## src/rtl/dmem_arbiter.sv

```systemverilog
// rtl/dmem_arbiter.sv - DataMemory arbiter between pipeline MEM stage and debug port
// The pipeline wins by default; the starve counter and lock mode guarantee debug access.

module dmem_arbiter #(
   parameter int ADDR_W       = 32,
   parameter int DATA_W       = 32,
   parameter int STARVE_LIMIT = 4,
   parameter int BURST_MAX    = 8
) (
   input  logic              clk,
   input  logic              rst,
   input  logic [ADDR_W-1:0] p_addr,
   input  logic [DATA_W-1:0] p_wdata,
   input  logic              p_mem_read,
   input  logic              p_mem_write,
   output logic [DATA_W-1:0] p_rdata,
   output logic              p_stall,
   input  logic              d_valid,
   input  logic              d_we,
   input  logic              d_lock,
   input  logic [ADDR_W-1:0] d_addr,
   input  logic [DATA_W-1:0] d_wdata,
   output logic              d_ready,
   output logic              d_rvalid,
   output logic [DATA_W-1:0] d_rdata,
   output logic [1:0]        owner,
   output logic [ADDR_W-1:0] mem_addr,
   output logic [DATA_W-1:0] mem_wdata,
   output logic              mem_read,
   output logic              mem_write,
   input  logic [DATA_W-1:0] mem_rdata
);

   localparam int SW = $clog2(STARVE_LIMIT + 1);
   localparam int BW = $clog2(BURST_MAX + 1);
   localparam logic [SW-1:0] STARVE_TOP = SW'(STARVE_LIMIT);
   localparam logic [BW-1:0] BURST_TOP  = BW'(BURST_MAX);

   typedef enum logic [1:0] {
      OWN_IDLE = 2'd0,
      OWN_PIPE = 2'd1,
      OWN_DBG  = 2'd2
   } owner_e;

   owner_e            owner_q, owner_d;
   logic [SW-1:0]     starve_q, starve_d;
   logic [BW-1:0]     burst_q, burst_d;
   logic              rvalid_q, rvalid_d;
   logic [DATA_W-1:0] rdata_q, rdata_d;

   logic p_req;
   logic grant_d;
   logic d_go;
   logic p_go;

   always_comb begin
      p_req   = p_mem_read | p_mem_write;
      grant_d = d_valid & (~p_req
                           | (starve_q >= STARVE_TOP)
                           | ((owner_q == OWN_DBG) & d_lock & (burst_q < BURST_TOP)));
      // Reset blocks every memory side effect, whichever port is asking.
      d_go    = grant_d & ~rst;
      p_go    = p_req & ~grant_d & ~rst;
   end

   always_comb begin
      mem_addr  = d_go ? d_addr  : p_addr;
      mem_wdata = d_go ? d_wdata : p_wdata;
      mem_read  = d_go ? ~d_we : (p_go & p_mem_read);
      mem_write = d_go ?  d_we : (p_go & p_mem_write);
      d_ready   = d_go;
      p_stall   = d_go & p_req;
      p_rdata   = mem_rdata;
      d_rvalid  = rvalid_q;
      d_rdata   = rdata_q;
      owner     = owner_q;
   end

   always_comb begin
      owner_d = OWN_IDLE;
      if (grant_d)
         owner_d = OWN_DBG;
      else if (p_req)
         owner_d = OWN_PIPE;

      starve_d = '0;
      if (d_valid && !grant_d)
         starve_d = (starve_q == STARVE_TOP) ? starve_q : starve_q + 1'b1;

      // A saturated burst count only clears when D loses a cycle, so lock re-entry waits for zero.
      burst_d = '0;
      if (grant_d && d_lock)
         burst_d = (burst_q == BURST_TOP) ? burst_q : burst_q + 1'b1;

      rvalid_d = grant_d & ~d_we;
      rdata_d  = rvalid_d ? mem_rdata : rdata_q;
   end

   always_ff @(posedge clk) begin
      if (rst) begin
         owner_q  <= OWN_IDLE;
         starve_q <= '0;
         burst_q  <= '0;
         rvalid_q <= 1'b0;
         rdata_q  <= '0;
      end else begin
         owner_q  <= owner_d;
         starve_q <= starve_d;
         burst_q  <= burst_d;
         rvalid_q <= rvalid_d;
         rdata_q  <= rdata_d;
      end
   end

endmodule

```

## config.mk

```make
export PLATFORM = sky130hd
export DESIGN_NAME = dmem_arbiter
export DESIGN_NICKNAME = d
export VERILOG_FILES = /design/src/rtl/dmem_arbiter.sv
export SDC_FILE = /design/constraint.sdc
export NUM_CORES = 1
export LEC_CHECK = 0
export BUFFER_PORTS_ARGS = -buffer_cell sky130_fd_sc_hd__buf_2
export CAP_MARGIN = 0
export CORE_AREA = 2 2 118 120
export DETAILED_ROUTE_END_ITERATION = 6
export DIE_AREA = 0 0 120 122
export PLACE_DENSITY = 0.61
export SLEW_MARGIN = 0
export SYNTH_ARGS = -nofsm -noshare
export SYNTH_HDL_FRONTEND = slang
export SYNTH_SLANG_ARGS = --single-unit
```

## constraint.sdc

```tcl
create_clock -name clk -period 2.09 [get_ports clk]
set_clock_uncertainty 0.1 [all_clocks]
set_input_delay 0.418 -clock clk [delete_from_list [all_inputs] [get_ports clk]]
set_output_delay 0.418 -clock clk [all_outputs]
set_load 0.05 [all_outputs]
```

# == Yosys cells after proc, flatten, opt, wreduce, memory -nomap -nowiden ==
# Index checks and enable logic that the tools add are counted.
# totals
register_bits,42
out_inout_bits,135
inputBits,167
wordCells,44
# op_classes
n_lt_le_gt_ge,2
mux,6
bitwise_logic,19
add_sub_neg,2
eq_ne,3
n_reduce_logical,6
# op_table
operator,count
two-way mux 32 bit,2
AND 1 bit,10
inverter 1 bit,6
OR reduction 2 bit,3
adder 4 x 1 -> 4 bit (second input constant),1
== test 4 bit (second input constant),1
< comparator 4 bit (second input constant),1
adder 3 x 1 -> 3 bit (second input constant),1
== test 3 bit (second input constant),1
>= comparator 3 bit (second input constant),1
two-way mux 1 bit,3
bitwise OR 1 bit,3
== test 2 bit (second input constant),1
logical AND 1 bit,2
two-way mux 2 bit,1
logical NOT 1 bit,1

# == Logic depth before layout (Yosys ltp) ==
# Gate-level depths: netlist of run 1.
# depth
depth_word,10
mapped_depth,6
depth_no_buf,5

# == Least setup slack after synthesis of run 1 ==
# Ideal clock, no wire load.
# synth_path
path_type,register -> output
startpoint,"register owner_q[1], in the netlist owner[1]"
endpoint,output mem_write
stages_incl_launch_ff,5
required_time_ps,1572
arrival_ps,2722
setup_slack_ps,-1150
path_cell_list,dfxtp_1 -> nor4bb_1 -> buf_4 -> nor4_1 -> nor4_1
# synth_between
elab_chain_len,10
# synth_lines
item,line,rtl
start: declaration,45,"owner_e owner_q, owner_d;"
start signal: assignment,107,owner_q <= owner_d;
== test 2 bit (*),60,| ((owner_q == OWN_DBG) & d_lock & (burst_q < BURST_TOP)));
AND 1 bit (*) (2 in series),60,
bitwise OR 1 bit (*),60,
AND 1 bit (*),58,grant_d = d_valid & (~p_req
inverter 1 bit,63,p_go = p_req & ~grant_d & ~rst;
AND 1 bit (2 in series),63,
AND 1 bit,70,mem_write = d_go ? d_we : (p_go & p_mem_write);
two-way mux 1 bit (*),70,
end: declaration,30,"output logic mem_write,"
# Every way passes the cells marked *; elsewhere a longest branch is shown, timed or not.

# == Worst setup path after layout of run 1 ==
# layout_path
startpoint,"register owner_q[1], in the netlist owner[1]"
endpoint,output mem_wdata[10]
# layout_between
elab_chain_len,7
# layout_lines
item,line,rtl
== test 2 bit,60,
AND 1 bit (2 in series),60,
bitwise OR 1 bit,60,
AND 1 bit,58,
AND 1 bit,62,d_go = grant_d & ~rst;
two-way mux 32 bit,68,mem_wdata = d_go ? d_wdata : p_wdata;
end: declaration,28,"output logic [DATA_W-1:0] mem_wdata,"
# No other way between the ends.

==> impl_metrics.prom, run 1 <==
# TYPE chip_impl_metric gauge
chip_impl_info{name="status",value="finished with violations"} 1
chip_impl_info{name="failing_checks",value="setup timing"} 1
chip_impl_info{name="synth.top_cells.by_count",value="sky130_fd_sc_hd__nand2b_1 (66), sky130_fd_sc_hd__dfxtp_1 (42), sky130_fd_sc_hd__mux2_4 (38), sky130_fd_sc_hd__buf_4 (36), sky130_fd_sc_hd__mux2i_1 (33)"} 1
chip_impl_metric{name="worst_ep_arrival_time",unit="ps"} 1950
chip_impl_metric{name="synth_xor_xnor_area_share",unit="%"} 0.560
chip_impl_metric{name="route.detailed.drc",unit=""} 0
chip_impl_metric{name="globalRouteOverflowTotal",unit=""} 0
chip_impl_metric{name="report.final.hold_viol_count",unit=""} 0
chip_impl_info{name="top_post_synthesis_cells_by_area",value="sky130_fd_sc_hd__dfxtp_1 (27%), sky130_fd_sc_hd__mux2_4 (18%), sky130_fd_sc_hd__nand2b_1 (13%)"} 1
chip_impl_metric{name="power.switching",unit="mW"} 1.08
chip_impl_metric{name="ir_drop",unit="mV"} 0.370
chip_impl_metric{name="placement.io_buffers",unit=""} 301
chip_impl_metric{name="routed_wire_length_per_instance",unit="µm"} 16.7
chip_impl_metric{name="synth_adder_area_share",unit="%"} 1.60
chip_impl_metric{name="post_route_cells_drive_above_1_share",unit="%"} 70.6
chip_impl_metric{name="worst_case_setup_slack_after_placement",unit="ps"} -356
chip_impl_metric{name="chipWidth",unit="µm"} 120
chip_impl_metric{name="detailed_place_hpwl",unit="µm"} 10300
chip_impl_metric{name="filler_cell_count",unit=""} 1333
chip_impl_metric{name="cts_buffer_depth",unit=""} 2
chip_impl_metric{name="clk_transition_reported_paths",unit="ps"} 60
chip_impl_metric{name="timing.final.max_slew_violations",unit=""} 0
chip_impl_metric{name="gp_congestion",unit=""} 0.811
chip_impl_metric{name="first_global_vias",unit=""} 3237
chip_impl_info{name="launch_point_of_the_worst_hold_path",value="mem_rdata[9]"} 1
chip_impl_metric{name="power.share.switching",unit="%"} 37.9
chip_impl_info{name="hold_wc_path_type",value="input port to register"} 1
chip_impl_info{name="r2r-end",value="d_rdata[31]"} 1
chip_impl_metric{name="yosys_register_bits",unit=""} 42
chip_impl_metric{name="finalWorstPathRequiredPeriod",unit="ps"} 2470
chip_impl_metric{name="finalWorstSetupSlack",unit="ps"} -382
chip_impl_metric{name="design.core.area",unit="µm²"} 13500
chip_impl_metric{name="synth_async_sr_flop_share",unit="%"} 0
chip_impl_metric{name="via_count",unit=""} 3266
chip_impl_metric{name="grt_antenna_before_repair",unit=""} 4
chip_impl_metric{name="relSlewSlack",unit="%"} 74.5
chip_impl_metric{name="global_route.usage.total",unit="%"} 15.3
chip_impl_info{name="cp_endpoint_kind",value="primary output"} 1
chip_impl_metric{name="cts.htree.levels",unit=""} 2
chip_impl_metric{name="yosys.area_share.simple",unit="%"} 17.6
chip_impl_metric{name="syn_nets",unit=""} 474
chip_impl_metric{name="floorplan.initialDensity",unit="%"} 23.2
chip_impl_metric{name="reg2reg_depth",unit=""} 5
chip_impl_metric{name="chipHeight",unit="µm"} 122
chip_impl_metric{name="synth.lib_cells_used.distinct",unit=""} 33
chip_impl_metric{name="clock_sinks",unit=""} 42
chip_impl_info{name="postSynth.topFlopCell",value="sky130_fd_sc_hd__dfxtp_1"} 1
chip_impl_metric{name="timing.hold.worst_path_depth",unit=""} 3
chip_impl_info{name="grt_setup_unrepaired",value="yes"} 1
chip_impl_metric{name="worst_skew_pair.late_latency",unit="ps"} 280
chip_impl_info{name="cts_tree",value="built"} 1
chip_impl_metric{name="placedInstanceArea",unit="µm²"} 4830
chip_impl_metric{name="dp_cells",unit=""} 760
chip_impl_metric{name="timing.reg2reg.setup_slack",unit="ps"} 320
chip_impl_info{name="cell_with_the_most_instances_after_synthesis",value="sky130_fd_sc_hd__nand2b_1"} 1
chip_impl_metric{name="number_of_iterations_in_the_first_detailed_routing_pass",unit=""} 4
chip_impl_metric{name="finalNonFillerCells",unit=""} 774
chip_impl_metric{name="stdcell_area",unit="µm²"} 5610
chip_impl_metric{name="post_synth_inst_count",unit=""} 303
chip_impl_metric{name="internal_power",unit="mW"} 1.77
chip_impl_metric{name="floorplan.io_pins",unit=""} 302
chip_impl_info{name="worstReg2RegStart",value="burst_q[3]"} 1
chip_impl_metric{name="max_clock_freq",unit="GHz"} 0.405
chip_impl_metric{name="grt_pass1_wl",unit="µm"} 17100
chip_impl_metric{name="edff_count_synth",unit=""} 0
chip_impl_info{name="critPathLaunchType",value="register"} 1
chip_impl_metric{name="synth-compound-area-share",unit="%"} 2.52
chip_impl_metric{name="routed_wl",unit="µm"} 12900
chip_impl_metric{name="cts_made_buffers",unit=""} 5
chip_impl_info{name="synth_top_cell_by_area",value="sky130_fd_sc_hd__dfxtp_1"} 1
chip_impl_metric{name="cp_max_fo",unit=""} 9
chip_impl_metric{name="detail_route.iter0.violations",unit=""} 111
chip_impl_metric{name="cell_area_after_synthesis",unit="µm²"} 3130
chip_impl_metric{name="post-synth-top-area-fraction",unit="%"} 26.9
chip_impl_metric{name="clock_power_share",unit="%"} 27.2
chip_impl_metric{name="synthesis.area_per_instance",unit="µm²"} 10.3
chip_impl_metric{name="comb_power_share",unit="%"} 43.7
chip_impl_metric{name="grt_max_degree",unit=""} 54
chip_impl_info{name="criticalPathCategory",value="register to primary output"} 1
chip_impl_metric{name="final_min_period_over_clock_period",unit="%"} 118
chip_impl_metric{name="ant_nets",unit=""} 0
chip_impl_metric{name="synth_mux_area_share",unit="%"} 38.1
chip_impl_metric{name="cap_violations",unit=""} 0
chip_impl_metric{name="area_delta_synth_final",unit="%"} 79.1
chip_impl_metric{name="seqPwrFrac",unit="%"} 29.1
chip_impl_metric{name="rows",unit=""} 43
chip_impl_info{name="largest_family_of_logic_cells_by_synthesized_area",value="multiplexers"} 1
chip_impl_metric{name="layout_nets",unit=""} 761
chip_impl_metric{name="total_power",unit="mW"} 2.84
chip_impl_metric{name="whs",unit="ps"} 298
chip_impl_metric{name="power_leakage",unit="nW"} 2.88
chip_impl_metric{name="vias_per_cell",unit=""} 4.22
chip_impl_info{name="holdPathEnd",value="d_rdata[9]"} 1
chip_impl_metric{name="power_per_cell_area",unit="nW/µm²"} 507
chip_impl_metric{name="report.final.setup_viol",unit=""} 68
chip_impl_metric{name="die-area",unit="µm²"} 14600
chip_impl_info{name="clock-root-buffer",value="sky130_fd_sc_hd__clkbuf_16"} 1
chip_impl_metric{name="max_slew.worst_pin.slew",unit="ps"} 380
chip_impl_metric{name="synth_warnings",unit=""} 0
chip_impl_metric{name="required",unit="ps"} 1570
chip_impl_metric{name="synth.yosys.seq_area_share",unit="%"} 26.9
## power by group through the flow
stage                     logic [mW]  clock network [mW]  registers [mW]
final                           1.24               0.773           0.829
after floorplan                0.718                   0           0.904
after CTS                       1.19               0.826           0.828
after detailed placement        1.08                   0           0.846
after global placement          1.07                   0           0.845
after global routing            1.29               0.856           0.831
## metrics by stage
step / setup TNS [ps] / util (%)
6_report: -22830 / 41.5
2_1_floorplan: -2900 / -
4_1_cts: -24310 / 39.4
3_5_place_dp: -20730 / 35.7
3_3_place_gp: -19410 / 35.7
5_1_grt: -28960 / 41.5
## sequential cells by signal, indices dropped and copies added, names as in the netlist
signal and flops:
d_rvalid 1, starve_q 3, owner 2, d_rdata 32
burst_q 4
## worst max-delay path by stage
stage              from  cells past startpoint  slack (ps)       endpoint
2_1_floorplan    d_lock                      6         -50   mem_addr[10]
3_3_place_gp     d_lock                      8        -340  mem_wdata[10]
3_5_place_dp     d_lock                      8        -360  mem_wdata[10]
4_1_cts        owner[1]                      7        -420  mem_wdata[19]
5_1_grt        owner[1]                      6        -460  mem_wdata[10]
6_report       owner[1]                      6        -380  mem_wdata[10]
## cells by family after synthesis
family          Yosys count
buf+inv                  59
mux                      97
compound gates            9
flops                    42
xor+xnor                  2
fa+ha+maj                 4
simple gates             90
## critical path, cell delays in order, from the launching register on
cell and delay, ps:
sky130_fd_sc_hd__dfxtp_4 340, sky130_fd_sc_hd__nor4bb_4 150, sky130_fd_sc_hd__o31ai_4 320, sky130_fd_sc_hd__buf_12 200
sky130_fd_sc_hd__buf_12 130, sky130_fd_sc_hd__mux2_2 360, sky130_fd_sc_hd__buf_6 160
## layout make-up
class	instances	area, µm²	share of cell area (%)
Timing Repair Buffer	332	2350	42.0
Multi-Input combinational cell	202	2000	35.7
Sequential cell	42	850	15.2
Tap cell	180	225	4.02
Clock buffer	6	129	2.30
Inverter	7	26.3	0.469
Clock inverter	2	13.8	0.246
Antenna cell	3	7.51	0.134
## per-layer routing
layer  GRT usage [%]  wire [µm]  vias up  share of wire, %
li1                -          -     1569                 -
met1            15.6       4500     1511                35
met2            29.7       7030      169                54
met3            4.40       1030       17               7.9
met4            5.29        346        0               2.7
met5               0          0        -                 0
## cells in the final DEF, fill, tap and decap left out, types with 2 or more instances in the layout
cell type,n
sky130_fd_sc_hd__ha_1,4
sky130_fd_sc_hd__mux2_2,18
sky130_fd_sc_hd__nor2_1,4
sky130_fd_sc_hd__buf_4,15
sky130_fd_sc_hd__nand3b_1,2
sky130_fd_sc_hd__nand2b_1,66
sky130_fd_sc_hd__buf_8,13
sky130_fd_sc_hd__and2_1,3
sky130_fd_sc_hd__buf_2,233
sky130_fd_sc_hd__buf_12,6
sky130_fd_sc_hd__nor2b_1,3
sky130_fd_sc_hd__diode_2,3
sky130_fd_sc_hd__dfxtp_1,39
sky130_fd_sc_hd__buf_6,63
sky130_fd_sc_hd__nand2_1,2
sky130_fd_sc_hd__mux2_4,46
sky130_fd_sc_hd__mux2i_1,33
sky130_fd_sc_hd__clkbuf_16,7
sky130_fd_sc_hd__dfxtp_4,2
sky130_fd_sc_hd__inv_1,6
## timing repair
item	4_1_cts	5_1_grt
setup endpoints to repair	68	68
pin swaps	2	1
gates resized for setup	114	59
cloned	0	2
setup buffers	0	2
hold buffers	0	0
No activity file was read; power rests on OpenSTA's default activity.
==> run 2: changes to the inputs <==
- CORE_AREA: 2 2 118 120 -> 2 2 117 119
- DIE_AREA: 0 0 120 122 -> 0 0 119 121
- PLACE_DENSITY: 0.61 -> 0.6
- clock period: 2.09 -> 2.6 ns (I/O delays scaled with it)
==> run 2 against run 1 <==
  * The run still ends with setup timing left
  * First-iteration DRC count fell by 27%
  * Sequential share of layout area increased by 0.095 points
  * Final cell count decreased by 0.39%
  * Clock power shrank 16%
  * Utilization grew 0.81 points
  * Critical path depth is 2 higher
  * Non-clock buffer count is 1 lower
  * Design area is 1.2% lower
  * Critical endpoint is now mem_addr[23]
  * Largest cell class unchanged
==> impl_metrics.prom, run 2 (synthesis results as in run 1) <==
# TYPE chip_impl_metric gauge
chip_impl_metric{name="vias_per_cell",unit=""} 4.35
chip_impl_metric{name="critical_path_s_largest_stage_delay",unit="ps"} 340
chip_impl_info{name="timing.critical_path.cells",value="nor4bb_4, buf_4, o31ai_4, buf_6, clkbuf_16, clkbuf_16, mux2_4, buf_8"} 1
chip_impl_metric{name="chipHeight",unit="µm"} 121
chip_impl_metric{name="die-area",unit="µm²"} 14400
chip_impl_info{name="grt_setup_unrepaired",value="yes"} 1
chip_impl_metric{name="gp_congestion",unit=""} 0.844
chip_impl_metric{name="floorplan.io_pins",unit=""} 302
chip_impl_metric{name="final_min_period_over_clock_period",unit="%"} 102
chip_impl_metric{name="detail_route.iter0.violations",unit=""} 81
chip_impl_metric{name="cts_hold_buffers",unit=""} 0
chip_impl_info{name="clock-root-buffer",value="sky130_fd_sc_hd__clkbuf_16"} 1
chip_impl_info{name="launch_point_of_the_worst_hold_path",value="d_rdata[23]"} 1
chip_impl_metric{name="number_of_flip_flops_under_the_largest_register_name",unit=""} 32
chip_impl_info{name="critPathTopFamily",value="buffers and inverters"} 1
chip_impl_metric{name="reg2reg_depth",unit=""} 6
chip_impl_metric{name="floorplan.initialDensity",unit="%"} 23.9
chip_impl_metric{name="max_clock_freq",unit="GHz"} 0.376
chip_impl_metric{name="ir_drop",unit="mV"} 0.308
chip_impl_metric{name="power_leakage",unit="nW"} 2.85
chip_impl_metric{name="report.final.setup_viol",unit=""} 60
chip_impl_metric{name="global_route.usage.total",unit="%"} 16.1
chip_impl_metric{name="multi_input_area",unit="µm²"} 1950
chip_impl_metric{name="cap_violations",unit=""} 0
chip_impl_info{name="critPathLaunchType",value="register"} 1
chip_impl_metric{name="relSlewSlack",unit="%"} 48.2
chip_impl_info{name="worst_path_most_repeated_cell",value="sky130_fd_sc_hd__clkbuf_16"} 1
chip_impl_metric{name="design.core.area",unit="µm²"} 13100
chip_impl_metric{name="max_slew.worst_pin.slew",unit="ps"} 767
chip_impl_metric{name="cp_max_fo",unit=""} 7
chip_impl_info{name="criticalPathCategory",value="register to primary output"} 1
chip_impl_metric{name="first_global_vias",unit=""} 3246
chip_impl_metric{name="required",unit="ps"} 1980
chip_impl_info{name="mostFrequentLayoutCells",value="sky130_fd_sc_hd__buf_2 (236), sky130_fd_sc_hd__nand2b_1 (66), sky130_fd_sc_hd__buf_6 (63)"} 1
chip_impl_metric{name="area.sequential",unit="µm²"} 845
chip_impl_metric{name="power_per_cell_area",unit="nW/µm²"} 416
chip_impl_metric{name="worst_ep_arrival_time",unit="ps"} 2040
chip_impl_info{name="most_common_cell_after_layout_fill_and_taps_aside",value="sky130_fd_sc_hd__buf_2"} 1
chip_impl_metric{name="grt_max_degree",unit=""} 51
chip_impl_metric{name="globalRouteOverflowTotal",unit=""} 0
chip_impl_metric{name="cts.htree.levels",unit=""} 2
chip_impl_metric{name="filler_cell_count",unit=""} 1260
chip_impl_metric{name="timing.final.max_slew_violations",unit=""} 0
chip_impl_metric{name="ant_nets",unit=""} 0
chip_impl_metric{name="clk_transition_reported_paths",unit="ps"} 60
chip_impl_metric{name="detailed_place_hpwl",unit="µm"} 10500
chip_impl_metric{name="worstPathBufferInverterCount",unit=""} 5
chip_impl_metric{name="route.detailed.drc",unit=""} 0
chip_impl_metric{name="finalWorstSetupSlack",unit="ps"} -59.0
chip_impl_metric{name="grt_antenna_before_repair",unit=""} 10
chip_impl_metric{name="placedInstanceArea",unit="µm²"} 4710
chip_impl_metric{name="clock_sinks",unit=""} 42
chip_impl_metric{name="cts_made_buffers",unit=""} 5
chip_impl_metric{name="worst_skew_pair.late_latency",unit="ps"} 280
chip_impl_info{name="hold_wc_path_type",value="register to register"} 1
chip_impl_metric{name="finalWorstPathRequiredPeriod",unit="ps"} 2660
chip_impl_info{name="cp_endpoint_kind",value="primary output"} 1
chip_impl_metric{name="timing.reg2reg.setup_slack",unit="ps"} 690
chip_impl_metric{name="chipWidth",unit="µm"} 119
chip_impl_metric{name="cts_buffer_depth",unit=""} 2
chip_impl_info{name="status",value="finished with violations"} 1
chip_impl_metric{name="grt_pass1_wl",unit="µm"} 17700
chip_impl_metric{name="fin_util",unit="%"} 42.3
chip_impl_metric{name="post_route_cells_drive_above_1_share",unit="%"} 69.7
chip_impl_metric{name="routed_wire_length_per_instance",unit="µm"} 17.0
chip_impl_info{name="r2r-end",value="burst_q[1]"} 1
chip_impl_info{name="worstReg2RegStart",value="owner[1]"} 1
chip_impl_metric{name="layout_nets",unit=""} 760
chip_impl_metric{name="rows",unit=""} 42
chip_impl_metric{name="stdcell_area",unit="µm²"} 5540
chip_impl_metric{name="placement.io_buffers",unit=""} 301
chip_impl_metric{name="whs",unit="ps"} 371
chip_impl_metric{name="area_delta_synth_final",unit="%"} 77.0
chip_impl_metric{name="report.final.hold_viol_count",unit=""} 0
chip_impl_info{name="failing_checks",value="setup timing"} 1
chip_impl_metric{name="via_count",unit=""} 3357
chip_impl_metric{name="number_of_iterations_in_the_first_detailed_routing_pass",unit=""} 4
chip_impl_metric{name="routed_wl",unit="µm"} 13100
chip_impl_info{name="crit_path_top_delay_cell",value="sky130_fd_sc_hd__dfxtp_2"} 1
chip_impl_info{name="cts_tree",value="built"} 1
chip_impl_metric{name="timing.hold.worst_path_depth",unit=""} 2
chip_impl_info{name="holdPathEnd",value="d_rdata[23]"} 1
## run 2: cell count changes in the layout (fill, tap and decap cells not counted), moves of 2 or more
cell,delta
sky130_fd_sc_hd__mux2_2,+5
sky130_fd_sc_hd__mux2_4,-5
sky130_fd_sc_hd__buf_8,-4
sky130_fd_sc_hd__buf_2,+3
sky130_fd_sc_hd__clkbuf_16,+3
sky130_fd_sc_hd__buf_12,-2
sky130_fd_sc_hd__buf_4,-2
sky130_fd_sc_hd__dfxtp_2,+2
sky130_fd_sc_hd__dfxtp_4,-2
sky130_fd_sc_hd__diode_2,+2
## run 2: worst max path at each step
stage	from	endpoint	slack, ps	cells after the start
finish	owner[0]	mem_addr[23]	-60	8
detailed placement	d_lock	mem_wdata[11]	-70	8
CTS	owner[1]	mem_wdata[11]	-50	7
global placement	d_lock	mem_wdata[29]	-40	8
floorplan	owner[1]	mem_write	-170	4
global route	owner[0]	mem_addr[23]	-140	8
## run 2: repair_timing
action,4_1_cts,5_1_grt
endpoints found under the setup margin,64,64
cloned,0,6
resized for setup,112,46
pin swaps,0,3
hold endpoints to repair,0,0
buffers inserted,0,5
## run 2: layer usage
metal | up-vias | share of wire, % | GRT usage (%)
met3 | 28 | 8.2 | 4.84
li1 | 1568 | - | -
met2 | 179 | 54 | 31.0
met4 | 8 | 3.0 | 7.07
met5 | - | 0.40 | 0
met1 | 1574 | 34 | 15.7
## run 2: worst reg2reg max path: cells and delay by family (launching register included)
family,cells,cell delay [ps]
AO/OA/AOI/OAI,1,680
flip-flops,1,320
buffers and inverters,3,410
AND/OR/NAND/NOR,2,260
## run 2: layout make-up
class                   instances  share of cell area (%)
well taps                     176                    3.98
clock inverters                 1                   0.158
flip-flops and latches         42                    15.3
clock buffers                   7                    2.58
repair buffers                331                    42.2
multi-input cells             202                    35.2
diodes                          5                   0.226
inverters                       7                   0.474
## run 2: through the flow
stage	setup slack (ps)	power, mW	instances	setup TNS [ps]
after floorplan	-174	1.30	303	-174
after global placement	-37.2	1.52	747	-1420
after detailed placement	-73.6	1.53	747	-2890
after CTS	-50.9	2.30	755	-1410
after global routing	-144	2.41	770	-6520
final	-59.0	2.30	771	-1930
## run 2: power by group
part           leakage, nW  internal, mW  switching [mW]
Clock               0.0745         0.387           0.263
Combinational         2.44         0.400           0.586
Sequential           0.341         0.659         0.00843
